### src/rtl/cqpic_defs.sv
// Shared constants for the CQPIC file-register access path: operation
// encodings, the INDF address, the default SFR window and sequencer states.
package cqpic_defs;

    localparam logic [1:0] OP_NONE  = 2'b00;
    localparam logic [1:0] OP_READ  = 2'b01;
    localparam logic [1:0] OP_WRITE = 2'b10;
    localparam logic [1:0] OP_RMW   = 2'b11;

    localparam logic [6:0] INDF_ADDR   = 7'h00;
    localparam logic [6:0] SFR_TOP_DEF = 7'h0B;

    typedef enum logic [2:0] {
        ST_IDLE   = 3'd0,
        ST_READ   = 3'd1,
        ST_CAPT   = 3'd2,
        ST_RESP   = 3'd3,
        ST_MODIFY = 3'd4,
        ST_WRITE  = 3'd5
    } seq_state_t;

endpackage

### src/rtl/file_access_seq_addr_gen.sv
// Combinational file-register address decode: direct or INDF-indirect
// effective address, SFR/GPR split, null (INDF-via-INDF) detection and
// the dataram address with optional bank mirroring.
module file_addr_gen
    import cqpic_defs::*;
#(
    parameter logic [6:0] SFR_TOP    = SFR_TOP_DEF,
    parameter bit         MIRROR_GPR = 1'b1
) (
    input  logic [6:0] f_addr,
    input  logic [1:0] rp,
    input  logic       irp,
    input  logic [7:0] fsr,
    output logic [6:0] low7,
    output logic       is_null,
    output logic       sfr_hit,
    output logic       gpr_hit,
    output logic [8:0] ram_addr
);

    logic [8:0] eff;

    // Decode the operand into effective address and target class.
    always_comb begin
        eff      = (f_addr == INDF_ADDR) ? {irp, fsr} : {rp, f_addr};
        low7     = eff[6:0];
        is_null  = (f_addr == INDF_ADDR) && (fsr[6:0] == 7'd0);
        sfr_hit  = (low7 <= SFR_TOP) && !is_null;
        gpr_hit  = !sfr_hit && !is_null;
        ram_addr = MIRROR_GPR ? {2'b00, low7} : eff;
    end

endmodule

### src/rtl/file_access_seq.sv
// File-register access sequencer in front of the CQPIC dataram. Runs read,
// write and read-modify-write cycles, accounting for the one-cycle
// registered RAM output, and steers SFR traffic to the SFR block.
module file_access_seq
    import cqpic_defs::*;
#(
    parameter logic [6:0] SFR_TOP    = SFR_TOP_DEF,
    parameter bit         MIRROR_GPR = 1'b1
) (
    input  logic       clk,
    input  logic       reset_n,
    input  logic       req,
    input  logic [1:0] op,
    input  logic [6:0] f_addr,
    input  logic [1:0] rp,
    input  logic       irp,
    input  logic [7:0] fsr,
    input  logic [7:0] wdata,
    input  logic [7:0] alu_result,
    input  logic       alu_valid,
    input  logic [7:0] sfr_rdata,
    input  logic [7:0] ram_dataout,
    output logic [8:0] ram_addr,
    output logic       ram_read,
    output logic       ram_write,
    output logic [7:0] ram_datain,
    output logic       sfr_sel,
    output logic       sfr_write,
    output logic [6:0] sfr_addr,
    output logic [7:0] rd_data,
    output logic       rd_valid,
    output logic       busy,
    output logic       done
);

    seq_state_t state, state_n;
    logic [1:0] op_q;
    logic       null_q;
    logic       gpr_q;
    logic       accept;

    logic [6:0] dec_low7;
    logic       dec_null;
    logic       dec_sfr;
    logic       dec_gpr;
    logic [8:0] dec_ram_addr;

    file_addr_gen #(
        .SFR_TOP    (SFR_TOP),
        .MIRROR_GPR (MIRROR_GPR)
    ) u_addr_gen (
        .f_addr   (f_addr),
        .rp       (rp),
        .irp      (irp),
        .fsr      (fsr),
        .low7     (dec_low7),
        .is_null  (dec_null),
        .sfr_hit  (dec_sfr),
        .gpr_hit  (dec_gpr),
        .ram_addr (dec_ram_addr)
    );

    assign accept = (state == ST_IDLE) && req && (op != OP_NONE);

    // State register plus the operand/data registers loaded along the way.
    always_ff @(posedge clk) begin
        if (!reset_n) begin
            state      <= ST_IDLE;
            op_q       <= OP_NONE;
            null_q     <= 1'b0;
            gpr_q      <= 1'b0;
            sfr_sel    <= 1'b0;
            sfr_addr   <= 7'd0;
            ram_addr   <= 9'd0;
            ram_datain <= 8'd0;
            rd_data    <= 8'd0;
        end else begin
            state <= state_n;
            if (accept) begin
                op_q     <= op;
                null_q   <= dec_null;
                gpr_q    <= dec_gpr;
                sfr_sel  <= dec_sfr;
                sfr_addr <= dec_low7;
                ram_addr <= dec_ram_addr;
                if (op == OP_WRITE) begin
                    ram_datain <= wdata;
                end
            end
            if (state == ST_CAPT) begin
                rd_data <= null_q ? 8'd0 : (sfr_sel ? sfr_rdata : ram_dataout);
            end
            if ((state == ST_MODIFY) && alu_valid) begin
                ram_datain <= alu_result;
            end
        end
    end

    // Next-state and strobe decode; strobes are squashed while reset is low
    // so an interrupted operation can never write.
    always_comb begin
        state_n   = state;
        ram_read  = 1'b0;
        ram_write = 1'b0;
        sfr_write = 1'b0;
        rd_valid  = 1'b0;
        done      = 1'b0;
        busy      = (state != ST_IDLE);
        case (state)
            ST_IDLE: begin
                if (accept) begin
                    state_n = (op == OP_WRITE) ? ST_WRITE : ST_READ;
                end
            end
            ST_READ: begin
                ram_read = gpr_q;
                state_n  = ST_CAPT;
            end
            ST_CAPT: begin
                state_n = ST_RESP;
            end
            ST_RESP: begin
                rd_valid = 1'b1;
                if (op_q == OP_RMW) begin
                    state_n = ST_MODIFY;
                end else begin
                    done    = 1'b1;
                    state_n = ST_IDLE;
                end
            end
            ST_MODIFY: begin
                if (alu_valid) begin
                    state_n = ST_WRITE;
                end
            end
            ST_WRITE: begin
                done      = 1'b1;
                ram_write = gpr_q;
                sfr_write = sfr_sel;
                state_n   = ST_IDLE;
            end
            default: begin
                state_n = ST_IDLE;
            end
        endcase
        if (!reset_n) begin
            state_n   = ST_IDLE;
            ram_read  = 1'b0;
            ram_write = 1'b0;
            sfr_write = 1'b0;
            rd_valid  = 1'b0;
            done      = 1'b0;
            busy      = 1'b0;
        end
    end

endmodule
### config.mk
export PLATFORM = sky130hd
export DESIGN_NAME = file_access_seq
export DESIGN_NICKNAME = d
export VERILOG_FILES = /design/src/rtl/cqpic_defs.sv /design/src/rtl/file_access_seq_addr_gen.sv /design/src/rtl/file_access_seq.sv
export SDC_FILE = /design/constraint.sdc
export NUM_CORES = 1
export LEC_CHECK = 0
export ABC_AREA = 0
export ABC_CLOCK_PERIOD_IN_PS = 3700
export CAP_MARGIN = 25
export CORE_ASPECT_RATIO = 1.5
export CORE_UTILIZATION = 30
export CTS_BUF_LIST = sky130_fd_sc_hd__clkbuf_4
export DETAILED_ROUTE_END_ITERATION = 8
export DONT_BUFFER_PORTS = 1
export HOLD_SLACK_MARGIN = 0.06
export PLACE_DENSITY = 0.55
export SLEW_MARGIN = 0
export SYNTH_ARGS = -nofsm -noshare
export SYNTH_HDL_FRONTEND = slang
export SYNTH_SLANG_ARGS = --single-unit
### constraint.sdc
create_clock -name clk -period 3.7 [get_ports clk]
set_clock_uncertainty 0.15 [all_clocks]
set_input_delay 0.74 -clock clk [delete_from_list [all_inputs] [get_ports clk]]
set_output_delay 0.74 -clock clk [all_outputs]
set_load 0.02 [all_outputs]
After elaboration in Yosys (flattened, before gate mapping)
Cells that the tools add are included.
{"block": "op_classes", "mux": 23, "bitwise": 0, "div_mod_pow": 0, "magnitude_cmp": 1, "n_reduce_logical": 17, "addsub": 0, "multipliers": 0, "n_eq_ne": 9, "n_shift": 0}
{"op": "$mux 8", "n": 5}
{"op": "$pmux 3 s5", "n": 1}
{"op": "$logic_not 7->1", "n": 2}
{"op": "$mux 3", "n": 4}
{"op": "$mux 1", "n": 11}
{"op": "$le 7x4->1 const B", "n": 1}
{"op": "$mux 7", "n": 1}
{"op": "$eq 3x2->1 const B", "n": 2}
{"op": "$eq 3x3->1 const B", "n": 2}
{"op": "$logic_and 1x1->1", "n": 6}
{"op": "$reduce_bool 2->1", "n": 3}
{"op": "$eq 2x2->1 const B", "n": 2}
{"op": "$ne 2x2->1 const B", "n": 2}
{"op": "$reduce_and 2->1", "n": 2}
{"op": "$eq 3x1->1 const B", "n": 1}
{"op": "$logic_not 3->1", "n": 1}
{"op": "$reduce_bool 3->1", "n": 1}
{"op": "$logic_not 1->1", "n": 2}
{"op": "$pmux 1 s2", "n": 1}
{"block": "word_totals", "mem_count": 0, "rom_bits": 0, "inputBits": 56, "out_inout_bits": 39, "ramBits": 0, "word_cells": 58, "latch_bits": 0, "ff_bits": 31}

Longest topological paths before layout
Gate-level depths: netlist of the first run.
{"block": "depth", "ltp_word": 6, "depth_mapped": 7, "depth_no_buf": 4}

Hierarchy
Synthesis of the first run repeated with hierarchy kept, for this count alone.
{"block": "hier_totals", "cells_unflattened": 256, "area_unflattened_um2": 2174.6}
{"module": "file_access_seq", "cells_each": 228, "area_each_um2": 1949.4, "n_inst": 1, "seq_area_each_um2": 800.8}
{"module": "file_addr_gen", "cells_each": 28, "area_each_um2": 225.2, "n_inst": 1, "seq_area_each_um2": 0.0}

Worst setup path after synthesis of the first run
OpenSTA, ideal clock, no wires.
{"block": "synth_timing", "path_type": "input -> output", "from": "in reset_n", "to": "out ram_read", "arrival_ns": 1.562, "path_slack_ns": 1.248, "cell_stages": 2, "n_path_buf": 0, "required_time_ns": 2.810, "cell_sequence": "nand2_1 > nor4b_1"}
{"block": "synth_via", "elab_chain_cells": 1}
{"element": "start, declared", "line_no": "file_access_seq.sv:11", "source": "input logic reset_n,"}
{"element": "$mux 1", "line_no": "file_access_seq.sv:146", "source": "if (!reset_n) begin"}
{"element": "end, declared", "line_no": "file_access_seq.sv:24", "source": "output logic ram_read,"}
No other way between the ends.

Worst setup path after layout of the first run
{"block": "layout_timing", "from": "reg state[1]", "to": "out done"}
{"block": "layout_via", "elab_chain_cells": 3, "word_cells_on_any_way": 4, "classes_between": "eq/ne: 2; mux: 2"}
{"element": "start, declared", "line_no": "file_access_seq.sv:36", "source": "seq_state_t state, state_n;"}
{"element": "start signal, assigned", "line_no": "file_access_seq.sv:78", "source": "state <= state_n;"}
{"element": "$eq 3x3->1 / $eq 3x2->1 (equally long branches)", "line_no": "file_access_seq.sv:109", "source": "case (state)"}
{"element": "$pmux 1 s2 (*)", "line_no": "file_access_seq.sv:109"}
{"element": "$mux 1 (*)", "line_no": "file_access_seq.sv:146"}
{"element": "end, declared", "line_no": "file_access_seq.sv:33", "source": "output logic done"}
Mark *: on every way between the ends. The rest lies on a longest branch, timed or not.

==> results of run 1 <==
-- cell families (layout without fill, tap and decap cells) --
| group | Yosys count | count (layout) | synth area share, % |
|---|---|---|---|
| flip-flops | 31 | 31 | 37.5 |
| buffers and inverters | 26 | 12 | 11.1 |
| multiplexers | 16 | 16 | 9.69 |
| XOR/XNOR | 1 | 1 | 0.530 |
| other | 1 | 2 | 0.227 |
| AND/OR/NAND/NOR | 66 | 66 | 21.5 |
| AO/OA/AOI/OAI | 46 | 46 | 19.4 |
-- Yosys cell counts, drive strengths merged, types with 2 or more instances --
library cell / number / area, µm²
dfxtp: 31 / 621
o21ai: 9 / 48.8
buf: 19 / 158
clkbuf: 3 / 11.3
nor4b: 2 / 32.5
nand2: 10 / 37.5
inv: 4 / 15.0
a211oi: 14 / 115
nor3: 14 / 75.1
nor2: 27 / 106
a21oi: 15 / 75.1
nor4: 2 / 12.5
a31o: 2 / 26.3
and3: 3 / 18.8
mux2i: 16 / 160
-- worst max-delay path, delay by kind of cell, from the launching register on --
family,cells,cell delay (ns)
and+or+nand+nor,2,0.54
AOI/OAI and AO/OA,2,0.20
DFF,1,0.64
-- cell type report --
| class | count | area, µm² | share of cell area [%] |
|---|---|---|---|
| Multi-Input combinational cell | 131 | 852 | 52.2 |
| Timing Repair Buffer | 2 | 15.0 | 0.920 |
| Inverter | 4 | 15.0 | 0.920 |
| Tap cell | 68 | 85.1 | 5.21 |
| Sequential cell | 31 | 621 | 38.0 |
| Clock buffer | 6 | 45.0 | 2.76 |
-- through the flow --
step / setup WS [ns] / area [µm²] / power, mW / util (%) / hold WS, ns
floorplan: 1.25 / 1660 / 0.799 / - / 0.300
global placement: 1.45 / 1590 / 0.781 / 30.5 / 0.315
detailed placement: 1.44 / 1590 / 0.786 / 30.5 / 0.321
CTS: 1.09 / 1630 / 0.972 / 31.4 / 0.337
global route: 0.908 / 1630 / 1.03 / 31.4 / 0.358
finish: 1.11 / 1630 / 0.956 / 31.4 / 0.345
-- metal layers --
metal | track usage (%) | wire length (µm) | part of all wire (%)
met4 | 5.81 | 63 | 1.8
met5 | 0 | 0 | 0
met1 | 14.2 | 1530 | 43
met3 | 5.54 | 341 | 9.5
met2 | 19.7 | 1640 | 46
-- worst paths after layout --
| kind | to | slack (ns) | cells after the start |
|---|---|---|---|
| setup / recovery | done | 1.11 | 4 |
| hold / removal | op_q[1] | 0.35 | 2 |
| setup reg to reg | ram_datain[3] | 1.57 | 4 |
| hold reg to reg | op_q[1] | 0.35 | 2 |
-- sequential cells by signal, indices dropped and copies added (netlist names) --
signal	cells
sfr_addr	7
gpr_q	1
null_q	1
rd_data	8
ram_datain	8
op_q	2
sfr_sel	1
state	3
-- report_power, final --
part           internal [mW]  leakage, nW  switching [mW]  total (mW)
registers              0.395        0.253           0.153       0.548
logic                 0.0949        0.247           0.134       0.228
clock network         0.0748       0.0276           0.105       0.180
total                  0.565        0.528           0.391       0.956
-- cell usage in the layout (no fill, tap or decap), types with 2 or more instances in the layout --
cell type / instances
buf_4: 2
and3_1: 3
clkbuf_4: 6
mux2i_1: 16
nor3_1: 13
nor4_1: 2
a211oi_1: 12
nor2_2: 2
inv_1: 4
dfxtp_1: 31
nor2_1: 25
o21ai_0: 7
nand2_1: 10
conb_1: 2
a211oi_2: 2
a21oi_1: 15
==> results.txt, run 1 <==
Worst-Skew Late Latency - 0.32 ns
relative slew slack - 50.4%
CP max stage delay - 0.64 ns
total wire length - 3580 µm
DR pass1 iterations - 4
Max Buffers Root-to-Sink - 2
RePlAce Congestion - 0.724
origin of the worst min-delay path - op_q[1]
outcome - finished clean
sequential share of the synthesized area - 37.5%
post-synthesis cell count - 187
Detailed Route Iter0 Violations - 47
vias per inst - 5.22
Critical Path Sink Type - output port
die span in x - 62.6 µm
share of cells above drive strength 1 - 10.3%
flops & latches, synth - 31
CTS tree - built
Final Cycle Share - 70.1%
syn_area_per_cell - 8.84 µm²
antenna violations before repair - 0
reg2reg start - state[2]
Total GRT Usage - 12.5%
Num CTS Buffers - 5
number of global-route vias before repair - 1,156
ordered cell list for the critical path - nand2b_1, a21oi_1, a21oi_1, nor2_1
ys async rst share - 0%
synth unique cells - 42
top_reg_cell synth - dfxtp_1
Worst Tran Pin Value - 0.743 ns
FP Rows - 32
Setup crit start - state[1]
Placed Instances - 236
Max Fclk - 386 MHz
clk sinks - 31
crit path kind - flop to output port
Final HPWL DP - 2610 µm
die area - 0.00582 mm²
TNS Setup - 0 ns
largest net degree at the start of global routing - 24
synth warn - 0
Max Slew Vio Count - 0
total I/O pin count - 95
count of antenna-violating nets left after detailed routing - 0
netlist area before placement - 0.00165 mm²
filler cell count - 574
Post-Layout Cell Count - 242
Worst VDD drop - 0.000254 V
H-tree Lvls - 2
CP Max Fanout - 11
hold_buf cts - 0
DR vias - 1,264
min-delay worst type - flop to flop
CP max stage cell - dfxtp_1
crit path time final - 2.59 ns
endpoints failing hold - 0
core area - 0.00520 mm²
root buf cell - clkbuf_4
first-pass GRT wire length - 5510 µm
Worst path most repeated cell - a21oi_1
DRC violations left - 0
ANT cells - 0
die height - 92.9 µm
Worst setup SP type - flop
Worst EP arrival - 1.70 ns
RSZ-0062 raised after global routing - false
GRT Residual Overflow - 0
Setup-failing EPs final - 0
Post-synth EDFFs - 0
NumNets Final - 231
synthesis-to-finish area growth - -1.21%
Routed wire per std cell - 14.8 µm
Setup Fix Bufs, Post-CTS - 0
I/O Buffers - 0
CTS resizes - 0
clk slew on worst S/H paths - 0.09 ns
required time of the worst setup path - 2.81 ns
Pleak - 0.528 nW
Starting Density - 31.8%
PD cells - 586 mW/mm²
max-capacitance violation count - 0
Power figures use the tool's default switching activity.
==> run 2, diff against run 1 <==
ABC_CLOCK_PERIOD_IN_PS = 2400   (was 3700)
clock period = 2.4 ns   (was 3.7 ns; I/O delays follow)
==> run 2 against run 1 <==
- combinational power rose by 59%
- register-to-register slack got worse by 1.2 ns
- cell count rose by 1.2%
- clock-buffer cell count did not move
- critical endpoint unchanged
- critical path type unchanged
- core utilization rose by 0.48 points
- first-iteration DRC count fell by 2.1%
- die area did not move
==> results.txt, run 2 (synthesized netlist as in run 1, its figures left out) <==
reg2reg start - state[2]
Setup Fix Bufs, Post-CTS - 0 (unchanged)
synthesis-to-finish area growth - 0.303%
hold_ws - 0.130 ns (-0.215 ns)
reg2reg end - ram_datain[0]
antenna violations before repair - 0 (unchanged)
FP Rows - 32 (unchanged)
die area - 0.00582 mm² (unchanged)
die span in x - 62.6 µm (unchanged)
relative slew slack - 65.2% (+15 points)
Worst setup SP type - flop
RePlAce Congestion - 0.734 (+1.4%)
Final Cycle Share - 93.0%
Worst path most repeated cell - a21oi_1
total wire length - 3620 µm (+1.2%)
Worst Tran Pin Value - 0.518 ns (-0.226 ns)
DR vias - 1,274 (+0.79%)
Setup-failing EPs final - 0 (unchanged)
CTS resizes - 0 (unchanged)
RSZ-0062 raised after global routing - false
Final HPWL DP - 2670 µm (+2.1%)
Total GRT Usage - 12.8% (+0.37 points)
DR pass1 iterations - 4 (unchanged)
multi-input logic area - 852 µm² (unchanged)
Pleak - 0.545 nW (+3.2%)
Routed wire per std cell - 14.8 µm (about the same)
commonest non-fill, non-tap cell in the layout - dfxtp_1
min-delay worst type - input pin to flop
Critical Path Sink Type - output port
GRT Residual Overflow - 0 (unchanged)
CP max stage delay - 0.46 ns (-0.18 ns)
Top Registers - ram_datain x8, rd_data x8, sfr_addr x7
Worst EP arrival - 1.60 ns (-0.10 ns)
crit path kind - flop to output port
CTS tree - built
ANT cells - 0 (unchanged)
I/O Buffers - 0 (unchanged)
DRC violations left - 0 (unchanged)
root buf cell - clkbuf_4
TNS Setup - 0 ns (unchanged)
Worst-Skew Late Latency - 0.32 ns (about the same)
origin of the worst min-delay path - reset_n
Max Fclk - 448 MHz
register area - 623 µm² (+0.40%)
share of cells above drive strength 1 - 13.0% (+2.6 points)
die height - 92.9 µm (unchanged)
max-capacitance violation count - 0 (unchanged)
Top Family by Delay on Critical Path - simple AND/OR/NAND/NOR gates
Num CTS Buffers - 5 (unchanged)
first-pass GRT wire length - 5690 µm (+3.3%)
required time of the worst setup path - 1.77 ns (-1.04 ns)
largest net degree at the start of global routing - 23 (-4.2%)
NumNets Final - 234 (+1.3%)
Max Slew Vio Count - 0 (unchanged)
PD cells - 894 mW/mm² (+53%)
WHS Path Cells - 2 (unchanged)
count of antenna-violating nets left after detailed routing - 0 (unchanged)
clk slew on worst S/H paths - 0.09 ns (about the same)
Register-to-Register Path Depth - 4 (unchanged)
commonest cells after routing, fill and taps aside - 29 x dfxtp_1, 25 x nor2_1, 16 x mux2i_1, 15 x a21oi_1, 13 x nor3_1
Detailed Route Iter0 Violations - 46 (-2.1%)
Setup crit start - state[2]
Worst VDD drop - 0.000440 V (+73%)
Starting Density - 31.8% (unchanged)
outcome - finished clean
core area - 0.00520 mm² (unchanged)
flop2flop setup slack - 0.41 ns (-1.16 ns)
crit path time final - 2.23 ns
Buf+Inv Stages, Crit Path - 0 (unchanged)
number of global-route vias before repair - 1,215 (+5.1%)
Max Buffers Root-to-Sink - 2 (unchanged)
CP Max Fanout - 13 (+2)
H-tree Lvls - 2 (unchanged)
total I/O pin count - 95 (unchanged)
ordered cell list for the critical path - nand2b_1, a21oi_1, a21oi_1, nor2_1
endpoints failing hold - 0 (unchanged)
vias per inst - 5.20 (-0.44%)
hold_buf cts - 0 (unchanged)
filler cell count - 576 (+0.35%)
Hold EP - sfr_addr[1]
CP max stage cell - dfxtp_1
clk sinks - 31 (unchanged)
run 2: power breakdown:
group,internal [mW],switching (mW)
sequential,0.612,0.235
clock,0.115,0.157
combinational,0.154,0.208
total,0.882,0.600
run 2: cell type report:
cell class | instances | share of cell area [%]
clock buffers | 6 | 2.72
multi-input cells | 131 | 51.4
repair buffers | 5 | 2.26
flip-flops and latches | 31 | 37.6
well taps | 68 | 5.13
inverters | 4 | 0.906
run 2: per-stage QoR:
step / setup slack, ns / utilization, % / std cells / power, mW / cell area [µm²]
6_report: 0.168 / 31.9 / 245 / 1.48 / 1660
5_1_grt: 0.0255 / 31.9 / 245 / 1.60 / 1660
4_1_cts: 0.0580 / 31.8 / 245 / 1.51 / 1660
3_5_place_dp: 0.405 / 30.9 / 239 / 1.22 / 1610
3_3_place_gp: 0.451 / 30.9 / 239 / 1.21 / 1610
2_1_floorplan: 0.468 / - / 188 / 1.23 / 1660
run 2: how the worst max path moves through the flow:
stage	endpoint	slack, ns	cells after the start
2_1_floorplan	ram_read	0.47	2
3_3_place_gp	ram_datain[2]	0.45	4
4_1_cts	done	0.06	4
3_5_place_dp	ram_datain[0]	0.41	4
6_report	done	0.17	4
5_1_grt	done	0.03	4
run 2: metal layers:
metal	up-vias	wire, µm	share of wire, %	GRT usage, %
met5	-	0	0	0
met3	5	397	11	5.17
li1	640	-	-	-
met1	561	1410	39	13.6
met2	68	1750	48	21.0
met4	0	62	1.7	8.14
==> run 3, diff against run 2 <==
CTS_CLUSTER_SIZE = 28   (was unset)
==> results of run 3 <==
Final layout, timing and power as in run 2 (identical DEF).
